## src/rtl/fetch_stage.sv

```systemverilog
// rtl/fetch_stage.sv - IF stage and IF/ID pipeline register with stall, branch flush and HLT stop
module fetch_stage #(
    parameter int                     PC_WIDTH    = 16,
    parameter int                     INSTR_WIDTH = 16,
    parameter logic [PC_WIDTH-1:0]    RESET_PC    = 16'h0000,
    parameter logic [INSTR_WIDTH-1:0] BUBBLE      = 16'h0000,
    parameter logic [3:0]             HLT_OPCODE  = 4'hF
) (
    input  logic                   clk,
    input  logic                   rst,
    input  logic                   stall,
    input  logic                   flush,
    input  logic [PC_WIDTH-1:0]    branch_target,
    output logic [PC_WIDTH-1:0]    imem_addr,
    input  logic [INSTR_WIDTH-1:0] imem_data,
    output logic [INSTR_WIDTH-1:0] if_id_instr,
    output logic [PC_WIDTH-1:0]    if_id_pc_plus2,
    output logic                   if_id_valid,
    output logic                   halted
);

    logic [PC_WIDTH-1:0] pc;
    logic [PC_WIDTH-1:0] pc_plus2;
    logic [PC_WIDTH-1:0] redirect_pc;
    logic                fetched_hlt;
    logic                unused_bt_lsb;

    // Instructions are 2-byte aligned, so the target's LSB is forced to zero.
    assign redirect_pc   = {branch_target[PC_WIDTH-1:1], 1'b0};
    assign unused_bt_lsb = branch_target[0];
    assign pc_plus2      = pc + PC_WIDTH'(2);
    assign fetched_hlt   = (imem_data[INSTR_WIDTH-1 -: 4] == HLT_OPCODE);
    assign imem_addr     = pc;

    always_ff @(posedge clk) begin
        if (rst) begin
            pc             <= RESET_PC;
            if_id_instr    <= BUBBLE;
            if_id_pc_plus2 <= '0;
            if_id_valid    <= 1'b0;
            halted         <= 1'b0;
        end else if (stall) begin
            pc             <= pc;
            if_id_instr    <= if_id_instr;
            if_id_pc_plus2 <= if_id_pc_plus2;
            if_id_valid    <= if_id_valid;
            halted         <= halted;
        end else if (flush) begin
            // A taken branch also releases a HLT that sat in its shadow.
            pc             <= redirect_pc;
            if_id_instr    <= BUBBLE;
            if_id_pc_plus2 <= '0;
            if_id_valid    <= 1'b0;
            halted         <= 1'b0;
        end else if (halted) begin
            pc             <= pc;
            if_id_instr    <= BUBBLE;
            if_id_pc_plus2 <= '0;
            if_id_valid    <= 1'b0;
            halted         <= 1'b1;
        end else begin
            // The HLT word itself still goes to ID so it can retire.
            pc             <= fetched_hlt ? pc : pc_plus2;
            if_id_instr    <= imem_data;
            if_id_pc_plus2 <= pc_plus2;
            if_id_valid    <= 1'b1;
            halted         <= fetched_hlt;
        end
    end

endmodule

```

## config.mk

```make
export PLATFORM = sky130hd
export DESIGN_NAME = fetch_stage
export DESIGN_NICKNAME = d
export VERILOG_FILES = /design/src/rtl/fetch_stage.sv
export SDC_FILE = /design/constraint.sdc
export NUM_CORES = 1
export LEC_CHECK = 0
export BUFFER_PORTS_ARGS = -buffer_cell sky130_fd_sc_hd__buf_4
export CORE_MARGIN = 5
export CORE_UTILIZATION = 40
export DETAILED_ROUTE_END_ITERATION = 8
export GPL_TIMING_DRIVEN = 0
export PLACE_DENSITY = 0.68
export SETUP_SLACK_MARGIN = 0.02
export SYNTH_ARGS = -nofsm -noshare
export SYNTH_HDL_FRONTEND = slang
export SYNTH_SLANG_ARGS = --single-unit
```

## constraint.sdc

```tcl
create_clock -name clk -period 2.3 [get_ports clk]
set_input_delay 0.46 -clock clk [delete_from_list [all_inputs] [get_ports clk]]
set_output_delay 0.46 -clock clk [all_outputs]
set_load 0.03 [all_outputs]
```

==> flow_summary.toml <==
[power]
p_leak_nw = 1.24
p_per_area_nw_per_um2 = 597
power_w = 0.00176
ir_drop_uv = 222

[routing]
drt-met1-wl_mm = 2.84
viasPerCell = 5.18
route.detailed.drc = 0
wl_per_cell_um = 15.3
top_layer = "met4"
wl_met3_um = 444
wirelength_mm = 6.12
first_iter_violations = 98
via_count = 2071
antenna_left = 0
first_pass_iters = 4
wl_met2_mm = 2.74

[timing]
fmax_mhz = 516
finalCritPeriodShare_pct = 84.2
relSlewSlack_pct = 63.8
finalSetupViolCount = 0
drv_slew = 0
rsz0062_at_grt = "false"
period_minus_slack_ps = 1940
timing.setup.tns_ps = 0
hold_violations = 0
tightest_slew_ps = 544
fin_skew_ps = 5.77
setup_ws_ps = 363

[synth]
syn_area_um2 = 2150
async_reset_ff_share_pct = 0
yosysUniqueCellTypes = 48
yosysTopAreaCellShare_pct = 45.7
yosys_warnings = 0
ys_top_cells_by_count = "dfxtp_1, nand2_1, a22o_1"
synth_flop_cell = "dfxtp_1"
synth_top_area_cell = "dfxtp_1"
ys_ff_latch = 49
syn_inst = 239
syn-num-nets = 276
avgSynthCellArea_um2 = 8.99
ys_top_cells_by_area = "dfxtp_1, nand2_1, a22o_1"
yosysSeqAreaShare_pct = 45.7
yosysMostFrequentCell = "dfxtp_1"
synth_edf_count = 0

[setup_path]
cp-start-kind = "flip-flop"
crit-reg2reg-launch = "imem_addr[1]"
r2r_slack_ps = 360
r2r-end = "imem_addr[7]"
end_kind = "flip-flop"
cp_max_fo = 9
reg2regPathDepth = 5
required_ps = 2510
crit_type = "reg2reg"
arrival_ps = 2150

[floorplan]
core_um2 = 5170
die_w_um = 83.3
fp.dieH_um = 83.3
start_util_pct = 41.5
rows = 26
dieArea_um2 = 6940
io_pins = 86

[run_status]
outcome = "completed"

[layout]
n_antenna_cell = 0
drive_above_1_share_pct = 33.0
final_util_pct = 57.0
nNetsFinal = 366
fin_area_um2 = 2950
syn2layout_area_growth_pct = 37.2

[clock_tree]
cts_tree = "built"
cts_setup_buffers = 0
numCtsBuffers = 5
root_buffer = "clkbuf_8"
clkLatencyLatePin_ps = 300
clkTransAtPathRegs_ps = 90
cts-resized-gates = 0
htreeDepth = 2
cts_sinks = 49
clockBufferDepth = 2
cts_hold_buffers = 0

[placed_design]
place_hpwl_mm = 4.51
pre_cts_ws_ps = 419
place.port_buffers = 83
gp_congestion = 0.799
place_area_um2 = 2860

[global_route]
track_usage_pct = 17.6
grt_start_max_net_pins = 16
grt_pass1_wl_mm = 10.2
antenna_found_initial = 0
grt_pass1_vias = 2027
grt_remaining_overflow = 0

[worst_hold_path]
hold_start = "imem_data[7]"
whs_endpoint = "if_id_instr[7]"
holdPathStages = 2
hold_class = "in2reg"

[flow_run]
cap_violations = 0
## worst max path at each step
stage	start	endpoint	depth (start not counted)
3_5_place_dp	imem_addr[1]	imem_addr[7]	5
5_1_grt	imem_addr[1]	imem_addr[7]	5
2_1_floorplan	imem_addr[1]	imem_addr[15]	5
3_3_place_gp	imem_addr[1]	imem_addr[7]	5
6_report	imem_addr[1]	imem_addr[7]	5
4_1_cts	imem_addr[1]	imem_addr[7]	5
## worst max-delay path: stages (launching register included)
cell	delay (ps)
dfxtp_1	520
ha_1	330
nand3_2	260
nor3_1	360
nor3_1	90
o41ai_1	290
## cells in the final DEF (no fill, tap or decap), types with 4 or more instances in the layout
cell type  instances
xnor2_1           10
a22o_1            17
a21oi_1            8
clkbuf_8           5
nand2_1           40
nor3_1             6
inv_1              4
nand3_1            5
o21ai_1            9
clkbuf_1           8
nand4_1            6
o21ai_0           12
nor2_1            10
buf_2              6
buf_4             86
dfxtp_1           49
## cell families after synthesis
family | Yosys count | share of synthesized area [%]
AOI/OAI and AO/OA | 69 | 22.6
xor gates and xnor gates | 12 | 4.89
adders and majority gates | 1 | 0.582
buffers and inverters | 22 | 4.72
DFF | 49 | 45.7
muxes | 1 | 0.466
other | 1 | 0.175
and+or+nand+nor | 84 | 20.9
## state kept, by name (all words and copies together), names as in the netlist
register        count
if_id_valid         1
halted              1
if_id_pc_plus2     16
imem_addr          15
if_id_instr        16
## final cells by class
class                      count  area [µm²]
fill                         505        2230
multi-input combinational    168        1070
sequential                    49         981
timing repair buffer          83         623
tap                           70        87.6
buffer                        18        86.3
clock buffer                   6        72.6
clock inverter                 2        15.0
inverter                       4        15.0
## stage by stage
stage | cells | hold WS [ps]
finish | 400 | 363
global placement | 392 | 433
global route | 400 | 365
detailed placement | 392 | 439
CTS | 400 | 356
floorplan | 239 | 562
## metal layers
layer / global-route usage [%] / up-vias
met2: 27.0 / 71
met3: 4.46 / 9
met4: 5.50 / 0
met1: 24.1 / 954
li1: - / 1037
met5: 0 / -
## where the power goes
group	internal, W	leakage, nW	switching, W
sequential	0.000884	0.400	0.0000381
clock	0.000215	0.0374	0.000295
combinational	0.000137	0.798	0.000191
Power figures use the tool's default switching activity.
